[config.mk]
export PLATFORM = sky130hd
export DESIGN_NAME = flopoco_fdiv_4_3
export DESIGN_NICKNAME = d
export VERILOG_FILES = /design/src/rtl/flopoco_fp_pkg.sv /design/src/rtl/flopoco_fdiv_sigcore.sv /design/src/rtl/flopoco_fdiv_4_3.sv
export SDC_FILE = /design/constraint.sdc
export NUM_CORES = 1
export LEC_CHECK = 0
export CORE_MARGIN = 5
export CORE_UTILIZATION = 50
export CTS_CLUSTER_SIZE = 40
export DETAILED_ROUTE_END_ITERATION = 6
export GPL_ROUTABILITY_DRIVEN = 1
export PLACE_DENSITY = 0.79
export SLEW_MARGIN = 0
export SYNTH_ARGS = -nofsm -noshare
export SYNTH_HDL_FRONTEND = slang
export SYNTH_SLANG_ARGS = --single-unit
[constraint.sdc]
create_clock -name clk -period 3.2 [get_ports clk]
set_clock_uncertainty 0.2 [all_clocks]
set_input_delay 0.64 -clock clk [delete_from_list [all_inputs] [get_ports clk]]
set_output_delay 0.64 -clock clk [all_outputs]
set_load 0.1 [all_outputs]
[src/rtl/flopoco_fp_pkg.sv]
// Shared FloPoCo 10-bit float definitions: {exc[1:0], sign, exp[3:0], frac[2:0]}.
// Field helpers keep the bit positions in one place for fmul/fdiv.
package flopoco_fp_pkg;

    localparam int WE    = 4;
    localparam int WF    = 3;
    localparam int BIAS  = 7;
    localparam int FP_W  = 3 + WE + WF;
    localparam int SIG_W = WF + 1;
    localparam int Q_W   = WF + 3;
    localparam int REM_W = WF + 3;

    typedef enum logic [1:0] {
        EXC_ZERO   = 2'b00,
        EXC_NORMAL = 2'b01,
        EXC_INF    = 2'b10,
        EXC_NAN    = 2'b11
    } exc_t;

    typedef enum logic [1:0] {
        ST_IDLE,
        ST_DIV,
        ST_ROUND,
        ST_DONE
    } state_t;

    function automatic exc_t fp_exc(input logic [FP_W-1:0] x);
        return exc_t'(x[FP_W-1 -: 2]);
    endfunction

    function automatic logic fp_sign(input logic [FP_W-1:0] x);
        return x[WE+WF];
    endfunction

    function automatic logic [WE-1:0] fp_exp(input logic [FP_W-1:0] x);
        return x[WE+WF-1:WF];
    endfunction

    function automatic logic [WF-1:0] fp_frac(input logic [FP_W-1:0] x);
        return x[WF-1:0];
    endfunction

endpackage

[src/rtl/flopoco_fdiv_sigcore.sv]
// Restoring radix-2 significand divider: one quotient bit per cycle, Q_W cycles.
// start loads the remainder with sig_x; done marks the edge producing the last bit.
module flopoco_fdiv_sigcore
    import flopoco_fp_pkg::*;
(
    input  logic             clk,
    input  logic             rst_n,
    input  logic             start,
    input  logic [SIG_W-1:0] sig_x,
    input  logic [SIG_W-1:0] sig_y,
    output logic [Q_W-1:0]   q,
    output logic             rem_nz,
    output logic             done
);

    logic [REM_W-1:0] rem;
    logic [REM_W-1:0] diff;
    logic [Q_W-1:0]   q_r;
    logic [2:0]       cnt;
    logic             busy;
    logic             ge;

    assign ge   = rem >= {2'b00, sig_y};
    assign diff = rem - {2'b00, sig_y};

    // rem stays below 2*sig_y, so the shifted-out MSB is always zero
    always_ff @(posedge clk or negedge rst_n) begin
        if (!rst_n) begin
            rem  <= '0;
            q_r  <= '0;
            cnt  <= '0;
            busy <= 1'b0;
        end else if (start) begin
            rem  <= {2'b00, sig_x};
            q_r  <= '0;
            cnt  <= '0;
            busy <= 1'b1;
        end else if (busy) begin
            rem  <= ge ? {diff[REM_W-2:0], 1'b0} : {rem[REM_W-2:0], 1'b0};
            q_r  <= {q_r[Q_W-2:0], ge};
            cnt  <= cnt + 3'd1;
            if (cnt == 3'(Q_W - 1))
                busy <= 1'b0;
        end
    end

    assign q      = q_r;
    assign rem_nz = |rem;
    assign done   = busy && (cnt == 3'(Q_W - 1));

endmodule

[src/rtl/flopoco_fdiv_4_3.sv]
// FloPoCo (wE=4, wF=3) divider R = X / Y, round-to-nearest-even, one operation
// in flight; exceptional operand pairs bypass the significand divider.
module flopoco_fdiv_4_3
    import flopoco_fp_pkg::*;
#(
    parameter logic ID = 1'b0
) (
    input  logic            clk,
    input  logic            rst_n,
    input  logic            in_valid,
    output logic            in_ready,
    input  logic [FP_W-1:0] X,
    input  logic [FP_W-1:0] Y,
    output logic            out_valid,
    input  logic            out_ready,
    output logic [FP_W-1:0] R
);

    state_t          state, state_nx;
    exc_t            exc_x, exc_y, exc_res;
    logic            accept, sign_in, sign_q;
    logic [5:0]      exp_in, exp_q, exp_n;
    logic [FP_W-1:0] r_q, r_norm;
    logic [Q_W-1:0]  q;
    logic            rem_nz, core_done;
    logic [WF-1:0]   mant;
    logic            guard, sticky, rnd;
    logic [8:0]      rsum;
    logic            unused_id;

    assign unused_id = ID;
    assign exc_x     = fp_exc(X);
    assign exc_y     = fp_exc(Y);
    assign sign_in   = fp_sign(X) ^ fp_sign(Y);
    assign exp_in    = {2'b00, fp_exp(X)} - {2'b00, fp_exp(Y)} + 6'(BIAS);
    assign accept    = in_valid && (state == ST_IDLE);

    // first match wins: NaN, then infinity, then zero
    always_comb begin
        exc_res = EXC_NORMAL;
        if (exc_x == EXC_NAN || exc_y == EXC_NAN ||
            (exc_x == EXC_ZERO && exc_y == EXC_ZERO) ||
            (exc_x == EXC_INF && exc_y == EXC_INF))
            exc_res = EXC_NAN;
        else if (exc_x == EXC_INF || exc_y == EXC_ZERO)
            exc_res = EXC_INF;
        else if (exc_x == EXC_ZERO || exc_y == EXC_INF)
            exc_res = EXC_ZERO;
    end

    flopoco_fdiv_sigcore u_sigcore (
        .clk    (clk),
        .rst_n  (rst_n),
        .start  (accept && exc_res == EXC_NORMAL),
        .sig_x  ({1'b1, fp_frac(X)}),
        .sig_y  ({1'b1, fp_frac(Y)}),
        .q      (q),
        .rem_nz (rem_nz),
        .done   (core_done)
    );

    // a mantissa carry out of the rounding add propagates into the exponent
    always_comb begin
        if (q[Q_W-1]) begin
            mant   = q[4:2];
            guard  = q[1];
            sticky = q[0] | rem_nz;
            exp_n  = exp_q;
        end else begin
            mant   = q[3:1];
            guard  = q[0];
            sticky = rem_nz;
            exp_n  = exp_q - 6'd1;
        end
        rnd  = guard & (sticky | mant[0]);
        rsum = {exp_n, mant} + {8'd0, rnd};
        case (rsum[8:7])
            2'b00:   r_norm = {EXC_NORMAL, sign_q, rsum[6:0]};
            2'b01:   r_norm = {EXC_INF, sign_q, 7'd0};
            default: r_norm = {EXC_ZERO, sign_q, 7'd0};
        endcase
    end

    always_ff @(posedge clk or negedge rst_n) begin
        if (!rst_n) begin
            sign_q <= 1'b0;
            exp_q  <= '0;
            r_q    <= '0;
        end else if (accept) begin
            sign_q <= sign_in;
            exp_q  <= exp_in;
            if (exc_res != EXC_NORMAL)
                r_q <= {exc_res, sign_in, 7'd0};
        end else if (state == ST_ROUND) begin
            r_q <= r_norm;
        end
    end

    always_ff @(posedge clk or negedge rst_n) begin
        if (!rst_n) state <= ST_IDLE;
        else        state <= state_nx;
    end

    always_comb begin
        state_nx = state;
        case (state)
            ST_IDLE:  if (in_valid) state_nx = (exc_res == EXC_NORMAL) ? ST_DIV : ST_DONE;
            ST_DIV:   if (core_done) state_nx = ST_ROUND;
            ST_ROUND: state_nx = ST_DONE;
            ST_DONE:  if (out_ready) state_nx = ST_IDLE;
            default:  state_nx = ST_IDLE;
        endcase
    end

    always_comb begin
        in_ready  = (state == ST_IDLE);
        out_valid = (state == ST_DONE);
    end

    assign R = r_q;

endmodule

==> After elaboration in Yosys (flattened, before gate mapping) <==
Cells that the tools add are included.
{ "totals": {"input_bits": 24, "output_inout_bits": 12, "ff_bits": 35, "word_cells": 79} }
{ "op_classes": {"n_reduce_logical": 19, "add_sub_neg": 6, "n_bitwise": 4, "n_mux": 26, "n_eq_ne": 15, "magnitude_cmp": 1} }
{ "ops": {"columns": ["op", "count"], "rows": [
  ["6-bit 2-to-1 mux", 6],
  ["10-bit 2-to-1 mux", 3],
  ["10-bit case mux with 2 select lines", 1],
  ["2-bit == test (second input constant)", 6],
  ["2-bit 2-to-1 mux", 6],
  ["9-bit by 1-bit adder with 9-bit output", 1],
  ["3-bit 2-to-1 mux", 3],
  ["2-bit logical NOT", 4],
  ["2-bit case mux with 4 select lines", 1],
  ["5-bit by 4-bit adder with 6-bit output (second input constant)", 1],
  ["2-bit by 1-bit == test with 1-bit output (second input constant)", 3],
  ["6-bit by 4-bit >= comparator with 1-bit output", 1],
  ["1-bit 2-to-1 mux", 6],
  ["2-bit by 1-bit != test with 1-bit output (second input constant)", 3],
  ["6-bit OR reduction", 1],
  ["6-bit by 1-bit subtractor with 6-bit output (second input constant)", 1],
  ["1-bit logical AND", 5],
  ["1-bit logical OR", 5],
  ["4-bit by 4-bit subtractor with 5-bit output", 1],
  ["5-bit by 4-bit subtractor with 5-bit output", 1],
  ["2-bit != test (second input constant)", 2],
  ["2-bit nonzero test", 2],
  ["3-bit by 1-bit adder with 3-bit output (second input constant)", 1],
  ["3-bit == test (second input constant)", 1],
  ["other kinds (5)", 6]
]} }

==> Longest topological paths before layout <==
{ "depth": {"ltp_word": 10, "mapped_depth": 10, "depth_no_buf": 10} }

==> By module <==
Synthesis repeated with hierarchy kept, for this count alone.
{ "unflattened": {"hier_cells": 266, "hier_area_um2": 2504.9} }
{ "by_module_without_submodules": {"columns": ["mod", "cells_each", "n_inst", "seq_area_each_um2", "area_per_inst_um2"], "rows": [
  ["flopoco_fdiv_4_3", 166, 1, 475.5, 1551.5],
  ["flopoco_fdiv_sigcore", 100, 1, 400.4, 953.4]
]} }

==> Least setup slack after synthesis <==
No wires, ideal clock.
{ "synth_path": {"kind": "register -> register", "start": "register state[0]", "end": "register r_q[4] (netlist: R[4])", "path_slack_ns": 0.346, "path_buffers": 2, "required_ns": 2.904, "stages_incl_launch_ff": 10, "period_less_slack_ns": 2.854, "arrival_ns": 2.559, "setup_ns": 0.096, "path_cell_list": "dfrtp_1 > inv_1 > ha_1 > and2_0 > and2_1 > or2_2 > clkbuf_1 > clkbuf_1 > nand2_1 > o31ai_1"} }
{ "synth_via": {"elab_chain_len": 4, "elab_cells_between_ends": 7, "classes_between": "2 x eq/ne; 1 x mux; 4 x reduce/logical"} }
{ "synth_lines": {"columns": ["element", "line", "rtl"], "rows": [
  ["from (decl)", "flopoco_fdiv_4_3.sv:19", "state_t state, state_nx;"],
  ["from (signal assigned)", "flopoco_fdiv_4_3.sv:101", "else state <= state_nx;"],
  ["2-bit logical NOT *", null, null],
  ["via in_ready", "flopoco_fdiv_4_3.sv:11", "output logic in_ready,"],
  ["1-bit logical AND *", "flopoco_fdiv_4_3.sv:36", "assign accept = in_valid && (state == ST_IDLE);"],
  ["2-bit by 1-bit != test with 1-bit output (no line) or 2-bit nonzero test (tied branches)", null, null],
  ["2-bit AND reduction (no line)", null, null],
  ["to (signal assigned)", "flopoco_fdiv_4_3.sv:93", "r_q <= {exc_res, sign_in, 7'd0};"],
  ["to (signal assigned)", "flopoco_fdiv_4_3.sv:95", "r_q <= r_norm;"],
  ["to (decl)", "flopoco_fdiv_4_3.sv:23", "logic [FP_W-1:0] r_q, r_norm;"]
]} }
The timed path passes the listed nets; every way through them passes the cells marked *.
A chain may end at the register's enable or synchronous reset.

==> Final worst setup path <==
{ "layout_path": {"start": "register u_sigcore.q_r[5] (netlist: u_sigcore.q[5])", "end": "register r_q[5] (netlist: R[5])"} }
{ "layout_via": {"elab_chain_len": 8, "elab_cells_between_ends": 12, "classes_between": "1 x add/sub; 1 x eq/ne; 7 x mux; 2 x bitwise; 1 x reduce/logical"} }
{ "layout_lines": {"columns": ["element", "line", "rtl"], "rows": [
  ["from (decl)", "flopoco_fdiv_sigcore.sv:18", "logic [Q_W-1:0] q_r;"],
  ["from (signal assigned)", "flopoco_fdiv_sigcore.sv:40", "q_r <= {q_r[Q_W-2:0], ge};"],
  ["1-bit 2-to-1 mux or 3-bit 2-to-1 mux (tied branches)", "flopoco_fdiv_4_3.sv:64", "if (q[Q_W-1]) begin"],
  ["1-bit OR", "flopoco_fdiv_4_3.sv:75", "rnd = guard & (sticky | mant[0]);"],
  ["1-bit bitwise AND", "flopoco_fdiv_4_3.sv:75", null],
  ["9-bit by 1-bit adder with 9-bit output *", "flopoco_fdiv_4_3.sv:76", "rsum = {exp_n, mant} + {8'd0, rnd};"],
  ["2-bit by 1-bit == test with 1-bit output or 2-bit logical NOT (tied branches)", "flopoco_fdiv_4_3.sv:77", "case (rsum[8:7])"],
  ["10-bit case mux with 2 select lines *", "flopoco_fdiv_4_3.sv:77", null],
  ["10-bit 2-to-1 mux *", "flopoco_fdiv_4_3.sv:94", "end else if (state == ST_ROUND) begin"],
  ["10-bit 2-to-1 mux *", "flopoco_fdiv_4_3.sv:89", "end else if (accept) begin"]
]} }
Every way passes the cells marked *; elsewhere a longest branch is shown, timed or not. The select of a mux whose other input is x is not followed.

==> results by group <==
Run status
  • Status: completed

Drt
  • DR WL/cell: 12.7 microns
  • Drt via density: 5.43
  • Vias: 1,872
  • Post-route ant nets: 0
  • Final WL: 4380 microns
  • Iteration-0 DRC Markers: 112
  • DRC: 0
  • 1st-pass router iterations: 4

Synthesis
  • Synthesized net count: 297
  • Synthesized area: 0.00236 sq mm
  • Compound-Gate Fraction of Synth Area: 15.4%
  • Main flop type after synthesis: dfrtp_1
  • Yosys cell types: 47
  • Synth Instances: 255
  • FF+latch count, synth: 35
  • Multiplexer area fraction after synthesis: 5.24%
  • Syn_area_per_cell: 9.27 sq um
  • Number of flops mapped to enable cells by yosys: 0
  • Simple-Gate Fraction of Synth Area: 17.8%
  • Ys async rst share: 100%
  • Synth Area in Adders: 10.2%
  • Yosys warns: 0
  • Main combinational cell family by area after synthesis: simple AND/OR/NAND/NOR gates
  • Register area share after synthesis: 37.1%
  • Xor/xnor share of the synthesized area: 8.84%

Clocking
  • TritonCTS clock tree: done
  • Htree depth: 2
  • Total clock sinks: 35
  • Root Buffer: clkbuf_8
  • Longest Clk Path Bufs: 2
  • CTS resizes: 0
  • Hold buffers post-CTS: 0
  • Clk Latency, worst-skew pair: 0.29 ns
  • Cts bufs inserted: 5
  • Clock slew at reported path FFs: 0.07 ns
  • Setup Fix Bufs, Post-CTS: 0

Place
  • GPL Wtd Cong: 0.828
  • Area post-placement: 0.00272 sq mm
  • DP Wirelength: 3330 microns
  • Pre-CTS setup slack: 0.177 ns
  • # port buffers: 35

Critical path
  • CP Data Arrival Time: 2.82 ns
  • Worst setup path class: flop to flop
  • Setup crit end kind: flop
  • Worst-path cell chain: nand2b_1 > a21boi_0 > ha_1 > o21ai_0 > nor4_2 > xnor2_1 > nand3_2 > o31ai_1
  • Slowest cell delay on critical path: 0.52 ns
  • Required @ worst endpoint: 3.20 ns
  • Slowest cell on crit path: dfrtp_1
  • Worst setup SP type: flop
  • CP Max Fanout: 13

Floorplan
  • # IOs: 36
  • Die height: 78.8 microns
  • Initial Utilization: 50.7%
  • Die width: 78.8 microns
  • Core footprint: 0.00466 sq mm
  • Site Rows: 25
  • Die area: 0.00620 sq mm

Global routing
  • Via count of the first global-routing pass: 1,860
  • Initial antenna violation count: 0
  • Grt ovf: 0
  • Largest net degree at the start of global routing: 36
  • Tot GR Track Use: 16.0%
  • First-pass GRT wire length: 7920 microns

Finish
  • Antenna Cells: 0
  • Fraction of layout cells with a size suffix above 1: 12.0%
  • Nets: 332
  • Layout area overhead: 18.7%
  • Final core utilization: 60.2%
  • Final instance area: 0.00281 sq mm

Pwr
  • Pwr/cell area: 1050 mW/mm^2
  • Max IR drop VDD: 0.773 mV
  • Leak: 1.24 nW

STA
  • Worst hold margin: 0.281 ns
  • Final hold vios: 0
  • Period utilization: 88.2%
  • TNS Setup: 0 ns
  • Setup ws final: 0.376 ns
  • Tmin final: 2.82 ns
  • RSZ-0062 raised after global routing: false
  • Tightest Pin Transition: 0.843 ns
  • Slew headroom: 43.8%
  • Max Fclk: 354 MHz
  • Max-slew violations: 0
  • Final setup vio count: 0

Min path
  • Hold Crit Class: flop to flop

Flow run
  • Max-cap violation count: 0
## placed cells by master (no fill, tap or decap), types with 2 or more instances in the layout
cell             count
a21oi_1             11
nand2b_1             5
or2_2                2
nand3_1              5
xor2_1               8
nor4b_1              3
nand2_1             25
xnor2_1             14
mux2i_1              9
or3_1                3
clkinvlp_4           2
o21a_1               2
a21o_1               4
o21ai_0             17
inv_1               17
mux2_2               3
dfrtp_1             35
buf_4               16
and3_1               3
a211oi_1             6
nor3b_1              2
o31ai_1              7
nor2_1              22
nor2b_1              3
nor3_1               2
fa_1                 2
clkbuf_8             5
clkdlybuf4s50_1     23
ha_1                16
## cell families (layout without fill, tap and decap cells)
group,after synthesis,count (layout)
simple gates,83,83
compound gates,56,56
flops,35,35
buf+inv,28,64
xor+xnor,23,23
fa+ha+maj,18,18
mux,12,12
## cell usage after synthesis (3+ instances only)
library cell / instances / area [sq um]
nor4b_1: 3 / 26.3
and3_1: 3 / 18.8
ha_1: 16 / 200
a21oi_1: 11 / 55.1
buf_6: 3 / 33.8
nor2b_1: 3 / 18.8
a21o_1: 4 / 30.0
dfrtp_1: 35 / 876
or3_1: 3 / 18.8
mux2_2: 3 / 33.8
clkbuf_1: 6 / 22.5
mux2i_1: 9 / 90.1
nor2_1: 22 / 82.6
xnor2_1: 14 / 123
o21ai_0: 17 / 85.1
inv_1: 17 / 63.8
a211oi_1: 6 / 45.0
nand2_1: 25 / 93.8
nand2b_1: 5 / 31.3
xor2_1: 8 / 70.1
o31ai_1: 7 / 52.6
nand3_1: 5 / 25.0
## path summary, 6_finish.rpt
| kind | endpoint | cells past startpoint | slack [ns] | startpoint |
|---|---|---|---|---|
| min in group asynchronous | R[6]$_DFFE_PN0P_ | 2 | 0.55 | rst_n |
| max reg2reg | R[5]$_DFFE_PN0P_ | 8 | 0.38 | u_sigcore.q[5]$_DFFE_PN0P_ |
| min | R[0]$_DFFE_PN0P_ | 2 | 0.28 | R[0]$_DFFE_PN0P_ |
| min reg2reg | R[0]$_DFFE_PN0P_ | 2 | 0.28 | R[0]$_DFFE_PN0P_ |
| max in group asynchronous | exp_q[3]$_DFFE_PN0P_ | 2 | 1.95 | rst_n |
| max | R[5]$_DFFE_PN0P_ | 8 | 0.38 | u_sigcore.q[5]$_DFFE_PN0P_ |
## worst max-delay path: cells and delay by family (launching register included)
| kind | cells | cell delay [ns] |
|---|---|---|
| AND/OR/NAND/NOR | 3 | 0.82 |
| flip-flops | 1 | 0.52 |
| XOR/XNOR | 1 | 0.19 |
| AO/OA/AOI/OAI | 3 | 0.74 |
| adder cells (fa/ha/maj) | 1 | 0.24 |
## sequential cells by signal, summed over array words and instances (netlist names)
register and cells:
exp_q 6, u_sigcore.busy 1, u_sigcore.q 6, state 2, u_sigcore.cnt 3, sign_q 1
R 10, u_sigcore.rem 6
## where the power goes
| part | internal (mW) | total [mW] | switching [mW] | leakage (nW) |
|---|---|---|---|---|
| combinational | 0.658 | 1.73 | 1.07 | 0.781 |
| clock | 0.151 | 0.315 | 0.164 | 0.0402 |
| sequential | 0.646 | 0.905 | 0.259 | 0.422 |
## area by class of cell
| cell class | instances | area (sq um) |
|---|---|---|
| Multi-Input combinational cell | 192 | 1360 |
| Fill cell | 410 | 1860 |
| Clock inverter | 3 | 20.0 |
| Clock buffer | 5 | 68.8 |
| Sequential cell | 35 | 876 |
| Timing Repair Buffer | 39 | 350 |
| Tap cell | 54 | 67.6 |
| Inverter | 17 | 63.8 |
## metrics by stage
stage | instances | power [mW]
floorplan | 255 | 2.30
CTS | 345 | 2.97
global route | 345 | 3.21
finish | 345 | 2.95
detailed placement | 337 | 2.64
global placement | 337 | 2.59
## metal layers
metal	wire length, microns	GRT usage (%)	up-vias
li1	-	-	954
met1	2090	20.0	872
met2	1990	26.7	39
met3	210	3.63	7
met4	84	6.29	0
met5	0	0	-
No activity file was read; power rests on OpenSTA's default activity.
